==> src/rtl/lin_master_sched_ctrl.sv <==
// LIN master mode controller: init, scheduling, collision, diagnostic, wake-up and sleep sequencing
// with frame-boundary table switching, bounded wake retries and bus-error escalation.
module lin_master_sched_ctrl #(
   parameter int INIT_CYCLES  = 30,
   parameter int CNT_W        = 8,
   parameter int N_TABLES     = 4,
   parameter int TBL_W        = 2,
   parameter int WAKE_PULSE   = 4,
   parameter int WAKE_WAIT    = 20,
   parameter int WAKE_RETRIES = 3,
   parameter int ERR_LIMIT    = 3
) (
   input  logic             clk,
   input  logic             reset,
   input  logic             en_schedule,
   input  logic [TBL_W-1:0] table_sel,
   input  logic             frame_done,
   input  logic             sleep_cmd,
   input  logic             bus_inactive,
   input  logic             bus_error,
   input  logic             wakeup,
   input  logic             collision_detected,
   input  logic             collision_resolved,
   input  logic             diagnostic_rcvd,
   input  logic             diag_done,
   output logic             init_start,
   output logic             init_finish,
   output logic             en_operation,
   output logic             read_from_mem,
   output logic             en_collision_table,
   output logic             en_diagnostic_table,
   output logic             wake_cluster,
   output logic [TBL_W-1:0] active_table,
   output logic             wake_fail,
   output logic [2:0]       state_o
);

   typedef enum logic [2:0] {
      S_INIT  = 3'd0,
      S_RUN   = 3'd1,
      S_COLL  = 3'd2,
      S_DIAG  = 3'd3,
      S_WAKE  = 3'd4,
      S_SLEEP = 3'd5
   } state_t;

   localparam int ATT_W = $clog2(WAKE_RETRIES + 1);
   localparam int ERR_W = $clog2(ERR_LIMIT + 1);

   localparam logic [CNT_W-1:0] INIT_LAST = CNT_W'(INIT_CYCLES - 1);
   localparam logic [CNT_W-1:0] PULSE_END = CNT_W'(WAKE_PULSE);
   localparam logic [CNT_W-1:0] WAIT_LAST = CNT_W'(WAKE_PULSE + WAKE_WAIT - 1);
   localparam logic [ATT_W-1:0] ATT_LAST  = ATT_W'(WAKE_RETRIES - 1);
   localparam logic [ERR_W-1:0] ERR_MAX   = ERR_W'(ERR_LIMIT);

   state_t           state;
   state_t           state_nxt;
   logic [CNT_W-1:0] tmr;
   logic [CNT_W-1:0] tmr_nxt;
   logic [ATT_W-1:0] att;
   logic [ATT_W-1:0] att_nxt;
   logic [ERR_W-1:0] err_cnt;
   logic [ERR_W-1:0] err_nxt;
   logic             wake_fail_nxt;
   logic [TBL_W-1:0] pending;

   always_comb begin
      state_nxt     = state;
      tmr_nxt       = tmr;
      att_nxt       = att;
      wake_fail_nxt = wake_fail;
      case (state)
         S_INIT: begin
            if (tmr == INIT_LAST) state_nxt = S_RUN;
            else                  tmr_nxt   = tmr + 1'b1;
         end
         S_RUN: begin
            if (sleep_cmd)                             state_nxt = S_SLEEP;
            else if (err_cnt == ERR_MAX)               state_nxt = S_INIT;
            else if (collision_detected)               state_nxt = S_COLL;
            else if (diagnostic_rcvd && !en_schedule)  state_nxt = S_DIAG;
            else if (bus_inactive)                     state_nxt = S_WAKE;
         end
         S_COLL: begin
            if (sleep_cmd)               state_nxt = S_SLEEP;
            else if (collision_resolved) state_nxt = S_RUN;
         end
         S_DIAG: begin
            if (sleep_cmd)      state_nxt = S_SLEEP;
            else if (diag_done) state_nxt = S_RUN;
         end
         S_WAKE: begin
            // Bus activity only counts once the pulse is over; our own pulse would otherwise satisfy it.
            if (sleep_cmd) begin
               state_nxt = S_SLEEP;
            end else if ((tmr >= PULSE_END) && !bus_inactive) begin
               state_nxt = S_RUN;
            end else if (tmr == WAIT_LAST) begin
               if (att == ATT_LAST) begin
                  wake_fail_nxt = 1'b1;
                  state_nxt     = S_SLEEP;
               end else begin
                  att_nxt = att + 1'b1;
                  tmr_nxt = '0;
               end
            end else begin
               tmr_nxt = tmr + 1'b1;
            end
         end
         S_SLEEP: begin
            if (wakeup) begin
               state_nxt     = S_INIT;
               wake_fail_nxt = 1'b0;
            end
         end
         default: state_nxt = S_INIT;
      endcase
      if (state_nxt != state) begin
         tmr_nxt = '0;
         att_nxt = '0;
      end
   end

   always_comb begin
      err_nxt = err_cnt;
      if ((state_nxt == S_INIT) && (state != S_INIT)) err_nxt = '0;
      else if (bus_error) err_nxt = (err_cnt == ERR_MAX) ? err_cnt : err_cnt + 1'b1;
      else if (frame_done) err_nxt = '0;
   end

   always_ff @(posedge clk or negedge reset) begin
      if (!reset) begin
         state               <= S_INIT;
         tmr                 <= '0;
         att                 <= '0;
         err_cnt             <= '0;
         wake_fail           <= 1'b0;
         pending             <= '0;
         active_table        <= '0;
         init_start          <= 1'b1;
         init_finish         <= 1'b0;
         en_operation        <= 1'b0;
         read_from_mem       <= 1'b0;
         en_collision_table  <= 1'b0;
         en_diagnostic_table <= 1'b0;
         wake_cluster        <= 1'b0;
         state_o             <= 3'd0;
      end else begin
         state     <= state_nxt;
         tmr       <= tmr_nxt;
         att       <= att_nxt;
         err_cnt   <= err_nxt;
         wake_fail <= wake_fail_nxt;
         // Out-of-range requests are dropped so the ROM is never addressed with a missing table.
         if (int'(table_sel) < N_TABLES) pending <= table_sel;
         if (frame_done || !en_schedule) active_table <= pending;
         init_start          <= (state_nxt == S_INIT);
         init_finish         <= (state == S_INIT) && (state_nxt == S_RUN);
         en_operation        <= ((state_nxt == S_RUN) && en_schedule) ||
                                (state_nxt == S_COLL) || (state_nxt == S_DIAG);
         read_from_mem       <= ((state_nxt == S_RUN) && en_schedule) ||
                                (state_nxt == S_COLL) || (state_nxt == S_DIAG);
         en_collision_table  <= (state_nxt == S_COLL);
         en_diagnostic_table <= (state_nxt == S_DIAG);
         wake_cluster        <= (state_nxt == S_WAKE) && (tmr_nxt < PULSE_END);
         state_o             <= state_nxt;
      end
   end

endmodule
==> config.mk <==
export PLATFORM = sky130hd
export DESIGN_NAME = lin_master_sched_ctrl
export DESIGN_NICKNAME = d
export VERILOG_FILES = /design/src/rtl/lin_master_sched_ctrl.sv
export SDC_FILE = /design/constraint.sdc
export NUM_CORES = 1
export LEC_CHECK = 0
export ABC_AREA = 1
export BUFFER_PORTS_ARGS = -buffer_cell sky130_fd_sc_hd__buf_2
export CORE_ASPECT_RATIO = 1.5
export CORE_MARGIN = 4
export CORE_UTILIZATION = 54
export CTS_CLUSTER_SIZE = 30
export DETAILED_ROUTE_END_ITERATION = 16
export PLACE_DENSITY = 0.77
export SYNTH_ARGS = -nofsm -noshare
export SYNTH_HDL_FRONTEND = slang
export SYNTH_SLANG_ARGS = --single-unit
==> constraint.sdc <==
create_clock -name clk -period 2.4 [get_ports clk]
set_input_delay 0.12 -clock clk [delete_from_list [all_inputs] [get_ports clk]]
set_output_delay 0.12 -clock clk [all_outputs]
set_load 0.02 [all_outputs]
==> metrics.yaml, run 1 <==
crit_type: "reg -> reg"
start_util_pct: 57.3
min_path_cells: 3
clkSlewWorstSetupHoldPaths_ns: 0.09
rsz0062_at_grt: "false"
synth_top_family_by_area: "simple AND/OR/NAND/NOR gates"
worst_slack_ns: 0.329
numCtsBuffers: 3
synth.distinct_cells: 30
total_leakage_power_nw: 1.04
ir_drop_uv: 947
drt_wl_total_um: 3880
postCtsSetupBuffers: 0
worst_ep_required_time_ns: 2.61
gr-usage-all-layers_pct: 21.4
root_buffer: "clkbuf_8"
synth.area.mux_share_pct: 1.98
p_per_area_nw_per_um2: 1140
min_period_over_period_pct: 86.3
holdPathEnd: "read_from_mem$_DFF_PN0_"
start_kind: "register"
grt_pass1_wl_um: 6760
synth-xor-area-share_pct: 1.03
hp-class: "in -> reg"
antenna_found_initial: 0
cts_sinks: 26
hold_slack_ns: 0.124
setup_viol: 0
die_h_um: 76.8
drc: 0
synth_cells: 241
dp_slack_ns: 0.390
slew_viol_final: 0
synthSimpleGateAreaFrac_pct: 35.6
area_delta_synth_final_pct: 16.3
critPathSlowestCell: "dfrtp_1"
r2r_slack_ns: 0.33
die_x_um: 53.9
synthesis.nets: 260
path_max_fanout: 10
synth-seq-cells: 26
status: "finished, final reports clean"
avgRoutedWirePerCell_um: 12.4
drt_iter0_drc: 39
yosysWarnings: 0
min_period_ns: 2.07
cts_tree: "built"
netlist_area_um2: 1700
worstReg2RegEnd: "wake_cluster$_DFF_PN0_"
first_global_vias: 1602
critPathArrivalTime_ns: 2.29
worstSetupStartpoint: "state[0]$_DFF_PN0_"
hp-start: "en_schedule"
grt_max_degree: 27
r2r_cells: 13
fmax_ghz: 0.483
clock_skew_ns: 0.00321
drv_cap: 0
cp_common_cell: "nand2_2"
cts_buffer_depth: 2
clock_latency_ns: 0.27
finalWeightedCongestion: 0.925
r2r_start: "state[0]$_DFF_PN0_"
vias_per_cell: 5.26
n_antenna_cell: 0
ant_nets: 0
syn_avg_cell_area_um2: 7.07
dp_hpwl_um: 3050
hold_violations: 0
nets: 293
critPathCaptureType: "register"
overflow: 0
synthAdderAreaFrac_pct: 3.67
cp_slowest_stage_delay_ns: 0.49
path_cells: "inv_2 > nand2_2 > nor2_2 > nand3_1 > nand3_1 > nor2_2 > nand2_2 > nand2_2 > nand3_4 > inv_2 > o21ai_0 > nand2_1 > nor2_1"
num_rows: 24
die_area_um2: 4140
first_pass_iters: 5
timing.setup.tns_ns: 0
core_um2: 2970
final_layout_size_suffix_gt1_share_pct: 22.0
io-pin-count: 27
slew_headroom_pct: 62.6
port_buffers: 26
tightestPinTransition_ns: 0.560
cts_htree_levels: 1
yosysSeqAreaShare_pct: 38.3
vias: 1642
synth_compound_area_share_pct: 10.7
synth_stat cells, drive strengths merged:
| master | n | share of area (%) |
|---|---|---|
| mux2 | 3 | 2.0 |
| nor3 | 3 | 0.88 |
| or2 | 2 | 0.73 |
| clkinv | 1 | 0.22 |
| dfstp | 1 | 1.5 |
| ha | 5 | 3.7 |
| nor2 | 39 | 9.3 |
| o21bai | 3 | 1.3 |
| nand2 | 66 | 15 |
| xor2 | 2 | 1.0 |
| a21oi | 8 | 2.3 |
| o2111ai | 1 | 0.51 |
| nand3 | 22 | 8.1 |
| dfrtp | 25 | 37 |
| o21ai | 15 | 4.8 |
| inv | 34 | 7.5 |
| buf | 3 | 1.0 |
| nand4 | 4 | 1.5 |
| a21boi | 1 | 0.44 |
| o211ai | 1 | 0.44 |
| a31oi | 1 | 0.37 |
| a22oi | 1 | 0.44 |
metal layers:
metal | vias to the layer above | track usage [%] | share of wire, %
met4 | 0 | 12.8 | 5.0
li1 | 831 | - | -
met1 | 743 | 24.4 | 39
met5 | - | 0 | 0
met2 | 49 | 36.3 | 52
met3 | 19 | 2.13 | 3.7
final cells by class:
type / count / area (µm²)
Clock buffer: 3 / 41.3
Clock inverter: 1 / 30.0
Fill cell: 264 / 991
Inverter: 35 / 131
Multi-Input combinational cell: 177 / 903
Sequential cell: 26 / 652
Tap cell: 39 / 48.8
Timing Repair Buffer: 31 / 175
flip-flops by register name (all words and copies together), names as in the netlist, 2 cells and up:
signal / count
tmr: 8
state: 3
active_table: 2
att: 2
err_cnt: 2
pending: 2
kinds of logic after synthesis:
group | after synthesis
flip-flops | 26
adder cells (fa/ha/maj) | 5
multiplexers | 3
AND/OR/NAND/NOR | 136
AO/OA/AOI/OAI | 31
XOR/XNOR | 2
buffers and inverters | 38
per-stage QoR:
| stage | utilization, % | area, µm² | power, W | std cells |
|---|---|---|---|---|
| final | 66.7 | 1980 | 0.00227 | 312 |
| after global routing | 66.7 | 1980 | 0.00246 | 312 |
| after CTS | 66.7 | 1980 | 0.00226 | 312 |
| after detailed placement | 63.3 | 1880 | 0.00189 | 305 |
| after global placement | 63.3 | 1880 | 0.00188 | 305 |
| after floorplan | - | 1700 | 0.00158 | 241 |
worst max-delay path, delay by kind of cell, from the launching register on:
family	cells	cell delay, ns
DFF	1	0.49
buffers and inverters	2	0.20
AOI/OAI and AO/OA	1	0.07
and+or+nand+nor	10	1.26
power by group:
| group | switching [W] | internal, W |
|---|---|---|
| clock | 0.000140 | 0.000223 |
| sequential | 0.000110 | 0.000552 |
| combinational | 0.000839 | 0.000401 |
| total | 0.00109 | 0.00118 |
layout by cell type (no fill, tap or decap), types with 3 or more instances in the layout:
cell / Yosys / routed
a21oi_1: 8 / 8
inv_2: 7 / 7
o21bai_1: 3 / 3
nand3_1: 18 / 18
buf_2: 2 / 26
clkbuf_8: 0 / 3
dfrtp_1: 25 / 25
nand2_2: 4 / 4
nand4_1: 4 / 4
o21ai_0: 12 / 12
inv_1: 27 / 27
nor2_2: 5 / 5
dlygate4sd3_1: 0 / 3
nor2_1: 34 / 34
nor3_1: 3 / 3
nand2_1: 62 / 62
mux2_2: 3 / 3
nand3_2: 3 / 3
ha_1: 5 / 5
worst max path at each step:
stage / slack [ns] / end
after floorplan: 0.62 / wake_cluster$_DFF_PN0_
after detailed placement: 0.39 / wake_cluster$_DFF_PN0_
after global placement: 0.40 / wake_cluster$_DFF_PN0_
after global routing: 0.19 / err_cnt[0]$_DFFE_PN0P_
final: 0.33 / wake_cluster$_DFF_PN0_
after CTS: 0.36 / wake_cluster$_DFF_PN0_
what timing repair did:
item	CTS	global route
hold buffers	3	0
hold endpoints to repair	27	0
resized for setup	0	0
Note: power is estimated with default switching activity, not from simulation.
==> run 2, diff against run 1 <==
- CORE_ASPECT_RATIO: 1.5 -> 1.4
- TNS_END_PERCENT: not set -> 10
==> metrics.yaml, run 2 (synthesis gave the netlist of run 1 again) <==
hp-start: "en_schedule"
start_kind: "register"
antenna_found_initial: 0
setup_viol: 0
worst_slack_ns: 0.386
hp-class: "in -> reg"
rsz0062_at_grt: "false"
fmax_ghz: 0.497
drv_cap: 0
grt_max_degree: 27
die_area_um2: 4130
area_delta_synth_final_pct: 15.7
ir_drop_uv: 715
path_cells: "ha_1 > nand2_1 > nor2_1 > nand3_1 > nand3_2 > nand2_1 > nand2_2 > inv_1 > nand2_1 > nor3_1 > nor2_1"
num_rows: 23
largest_reg_flops: 8
first_pass_iters: 4
ant_nets: 0
clock_skew_ns: 0.0120
clkSlewWorstSetupHoldPaths_ns: 0.10
reg_top3: "tmr (8), state (3)"
critPathArrivalTime_ns: 2.18
critPathSlowestCell: "dfrtp_1"
layout_common_cells: "62 x nand2_1, 34 x nor2_1, 27 x inv_1"
cp_top_family: "simple AND/OR/NAND/NOR gates"
dp_hpwl_um: 3170
vias_per_cell: 5.30
crit_type: "reg -> reg"
hold_violations: 0
dp.cells: 302
worstReg2RegEnd: "err_cnt[0]$_DFFE_PN0P_"
finalWeightedCongestion: 0.964
holdPathEnd: "read_from_mem$_DFF_PN0_"
tightestPinTransition_ns: 0.570
instances_no_fill: 309
die_x_um: 55.5
r2r_start: "tmr[0]$_DFFE_PN0P_"
worst_ep_required_time_ns: 2.57
min_path_cells: 3
postCtsSetupBuffers: 0
overflow: 0
min_period_ns: 2.01
cts_htree_levels: 1
r2r_cells: 11
nets: 292
port_buffers: 26
drt_wl_total_um: 4050
slew_viol_final: 0
p_per_area_nw_per_um2: 1140
slew_headroom_pct: 62.0
largest-register: "tmr"
final_common_cell: "nand2_1"
critPathCaptureType: "register"
n_antenna_cell: 0
die_h_um: 74.5
path_max_fanout: 7
r2r_slack_ns: 0.39
timing.setup.tns_ns: 0
numCtsBuffers: 3
gr-usage-all-layers_pct: 21.6
dp_slack_ns: 0.429
cp_common_cell: "nand2_1"
total_leakage_power_nw: 1.03
grt_pass1_wl_um: 6960
avgRoutedWirePerCell_um: 13.1
path_buf_inv: 1
cts_tree: "built"
root_buffer: "clkbuf_8"
cp_slowest_stage_delay_ns: 0.42
drc: 0
clock_latency_ns: 0.28
io-pin-count: 27
final_layout_size_suffix_gt1_share_pct: 21.7
status: "finished, final reports clean"
drt_iter0_drc: 48
core_um2: 2940
final_util_pct: 67.2
min_period_over_period_pct: 83.9
first_global_vias: 1621
start_util_pct: 58.1
vias: 1639
cts_sinks: 26
cts_buffer_depth: 2
hold_slack_ns: 0.113
## run 2: power by group
group | switching [W] | internal (W) | leakage (nW) | total [W]
sequential | 0.000115 | 0.000552 | 0.334 | 0.000667
clock | 0.000144 | 0.000223 | 0.0357 | 0.000367
combinational | 0.000824 | 0.000397 | 0.661 | 0.00122
## run 2: worst min-delay path, cell delays in order
cell	delay, ns
buf_2	0.10
nand2_1	0.06
a21oi_1	0.06
## run 2: per-stage QoR
step           cell area, µm²  total power [W]
2_1_floorplan            1700          0.00158
3_3_place_gp             1870          0.00187
3_5_place_dp             1870          0.00189
4_1_cts                  1970          0.00226
5_1_grt                  1970          0.00246
6_report                 1970          0.00226
## run 2: cell type report
type | count | area, µm²
multi-input cells | 177 | 903
fillers | 261 | 963
repair buffers | 30 | 168
clock buffers | 3 | 41.3
inverters | 35 | 131
well taps | 37 | 46.3
clock inverters | 1 | 30.0
flip-flops and latches | 26 | 652
## run 2: repair_timing
item                                   CTS  global route
resized for setup                        0             0
endpoints found under the hold margin   27             0
hold buffers                             3             0
## run 2: worst max path at each step
stage | start | to | slack [ns] | cells after the start
floorplan | state[1]$_DFF_PN0_ | wake_cluster$_DFF_PN0_ | 0.62 | 13
global placement | tmr[0]$_DFFE_PN0P_ | err_cnt[1]$_DFFE_PN0P_ | 0.39 | 11
detailed placement | tmr[0]$_DFFE_PN0P_ | err_cnt[1]$_DFFE_PN0P_ | 0.43 | 11
CTS | tmr[0]$_DFFE_PN0P_ | err_cnt[1]$_DFFE_PN0P_ | 0.38 | 11
global route | tmr[3]$_DFF_PN0_ | err_cnt[1]$_DFFE_PN0P_ | 0.19 | 10
finish | tmr[0]$_DFFE_PN0P_ | err_cnt[0]$_DFFE_PN0P_ | 0.39 | 11
## run 2: routing by layer
layer / vias to the layer above / GRT usage, % / part of all wire (%) / wire length [µm]
met3: 21 / 2.78 / 4.8 / 193
met5: - / 0 / 0 / 0
met4: 0 / 14.1 / 4.8 / 194
met1: 717 / 23.5 / 39 / 1580
li1: 832 / - / - / -
met2: 69 / 39.6 / 51 / 2080
==> run 3, diff against run 2 <==
- ABC_AREA: 1 -> 0
- clock period: 2.4 -> 1.9 ns (I/O delays scaled with it)
==> metrics.yaml, run 3 <==
grt_max_degree: 27
hp-class: "in -> reg"
path_cells: "or4b_4 > or3_4 > a211o_1 > a211o_1 > o211ai_2 > a31oi_1 > nor4b_2"
place_area_um2: 2100
cts_htree_levels: 1
nets: 271
netlist_area_um2: 1590
drt_wl_total_um: 5090
area_delta_synth_final_pct: 43.3
start_kind: "register"
crit_type: "reg -> reg"
fill_cells: 177
grt_pass1_wl_um: 8470
path_buf_inv: 0
timing.setup.tns_ns: -5.21
violations: "setup timing"
synth_edf_count: 0
final_cell_area_um2: 2270
p_int_w: 0.00181
final_layout_size_suffix_gt1_share_pct: 40.2
status: "finished with violations"
cts_sinks: 26
synth.area.top_cells: "dfrtp_1 39%, nor2_1 4.0%, ha_1 3.9%"
slew_viol_final: 0
total_leakage_power_nw: 1.08
min_period_over_period_pct: 126
avgRoutedWirePerCell_um: 17.7
n_antenna_cell: 0
critPathSlowestCell: "or4b_4"
final_common_cell: "buf_4"
start_util_pct: 55.6
ys.flop_type: "dfrtp_1"
die_area_um2: 3880
switching_share_pct: 39.9
syn_avg_cell_area_um2: 9.11
yosysWarnings: 0
core_um2: 2850
critPathCaptureType: "register"
slew_headroom_pct: 62.1
synth_common_cells: "25 x dfrtp_1, 17 x nor2_1, 13 x nand2_1"
layout_common_cells: "51 x buf_4, 26 x buf_2, 25 x dfrtp_1"
die_h_um: 72.1
antenna_found_initial: 0
tightestPinTransition_ns: 0.568
reg_top3: "tmr (8), state (3)"
min_period_ns: 2.39
cts_buffer_depth: 2
synthesis.nets: 193
hold_violations: 0
overflow: 0
final-seq-area_um2: 652
root_buffer: "clkbuf_8"
synth_cells: 174
largest-register: "tmr"
gr-usage-all-layers_pct: 29.1
yosysSeqAreaShare_pct: 41.1
drt_iter0_drc: 69
first_global_vias: 1877
finalWeightedCongestion: 1.09
multi_input_area_um2: 906
worst_slack_ns: -0.492
combPwrFrac_pct: 59.9
setup_viol: 18
clkPwrFrac_pct: 15.3
cts_tree: "built"
largest_reg_flops: 8
cp_top_family: "simple AND/OR/NAND/NOR gates"
critPathArrivalTime_ns: 2.58
first_pass_iters: 4
cp_slowest_stage_delay_ns: 0.59
numCtsBuffers: 3
async_reset_ff_share_pct: 100
clock_latency_ns: 0.27
drc: 0
vias_per_cell: 6.01
fmax_ghz: 0.418
p_total_w: 0.00302
synth_top_cell_area_share_pct: 39.5
io-pin-count: 27
rsz0062_at_grt: "true"
clock_skew_ns: 0.00480
synth-seq-cells: 26
synth.distinct_cells: 51
clkSlewWorstSetupHoldPaths_ns: 0.09
port_buffers: 26
dp_hpwl_um: 3690
die_x_um: 53.8
path_max_fanout: 4
yosysMostFrequentCell: "dfrtp_1"
ant_nets: 0
vias: 1730
ir_drop_uv: 951
worst_ep_required_time_ns: 2.09
cp_common_cell: "a211o_1"
p_per_area_nw_per_um2: 1330
power.switching_w: 0.00120
p_seq_share_pct: 24.9
drv_cap: 0
num_rows: 23
yosysTopAreaCell: "dfrtp_1"
[run 3: cell count changes after synthesis, sizes merged, moves of 4 or more]
cell    previous run  this run
a31oi              1         5
inv               34         8
nand2             66        13
nand2b             0         4
nand3             22         7
nor2              39        17
nor2b              0         6
o21ai             15         7
or3                0         5
[run 3: what timing repair did]
item                                    in CTS  in global routing
pin swaps                                    2                  4
hold buffers                                 3                  0
endpoints found under the setup margin      19                 19
setup buffers                                2                  0
endpoints found under the hold margin       27                  0
resized for setup                            3                 10
[run 3: layer usage]
layer	wire (µm)	share of wire (%)	GRT usage, %
met1	1840	36	32.0
met2	2880	57	53.6
met3	259	5.1	5.13
met4	110	2.2	9.94
met5	0	0	0
[run 3: worst register-to-register path, cell delays in order (launching register included)]
cell and delay (ns):
dfrtp_1 0.39, or4b_4 0.59, or3_4 0.38, a211o_1 0.27
a211o_1 0.27, o211ai_2 0.07, a31oi_1 0.12, nor4b_2 0.22
[run 3: kinds of logic after synthesis]
family | Yosys count | synth area share, %
fa+ha+maj | 5 | 3.95
compound gates | 47 | 20.5
buf+inv | 17 | 5.05
xor+xnor | 2 | 1.11
mux | 6 | 4.03
flops | 26 | 41.1
simple gates | 71 | 24.2
[run 3: final timing paths]
path | startpoint | cells after the start | slack [ns] | end
worst max-delay path | tmr[7]$_DFF_PN0_ | 7 | -0.49 | wake_cluster$_DFF_PN0_
worst min-delay path | en_schedule | 3 | 0.11 | read_from_mem$_DFF_PN0_
worst max register to register | tmr[7]$_DFF_PN0_ | 7 | -0.49 | wake_cluster$_DFF_PN0_
worst min register to register | pending[1]$_DFF_PN0_ | 1 | 0.49 | active_table[1]$_DFFE_PN0P_
max in group asynchronous | reset | 2 | 1.18 | init_start$_DFF_PN1_
min in group asynchronous | reset | 2 | 0.34 | init_finish$_DFF_PN0_
[run 3: power by group through the flow]
stage               Sequential (W)  Clock (W)  Combinational [W]
floorplan                 0.000820          0           0.000821
global placement          0.000748          0            0.00162
detailed placement        0.000754          0            0.00169
CTS                       0.000747   0.000460            0.00173
global route              0.000759   0.000485            0.00195
finish                    0.000750   0.000461            0.00181
[run 3: layout make-up]
cell class	instances	share of cell area (%)
Clock buffer	3	1.82
Clock inverter	1	1.32
Inverter	8	1.32
Multi-Input combinational cell	131	39.9
Sequential cell	26	28.7
Tap cell	37	2.04
Timing Repair Buffer	82	24.9
[run 3: stage by stage]
stage               utilization, %  setup WS [ns]  cells  hold WS, ns
finish                        79.7         -0.492    288        0.111
global route                  79.7         -0.606    288        0.150
CTS                           78.3         -0.480    288        0.114
detailed placement            73.6         -0.490    279        0.116
global placement              73.6         -0.453    279        0.109
floorplan                        -         -0.468    174       -0.201
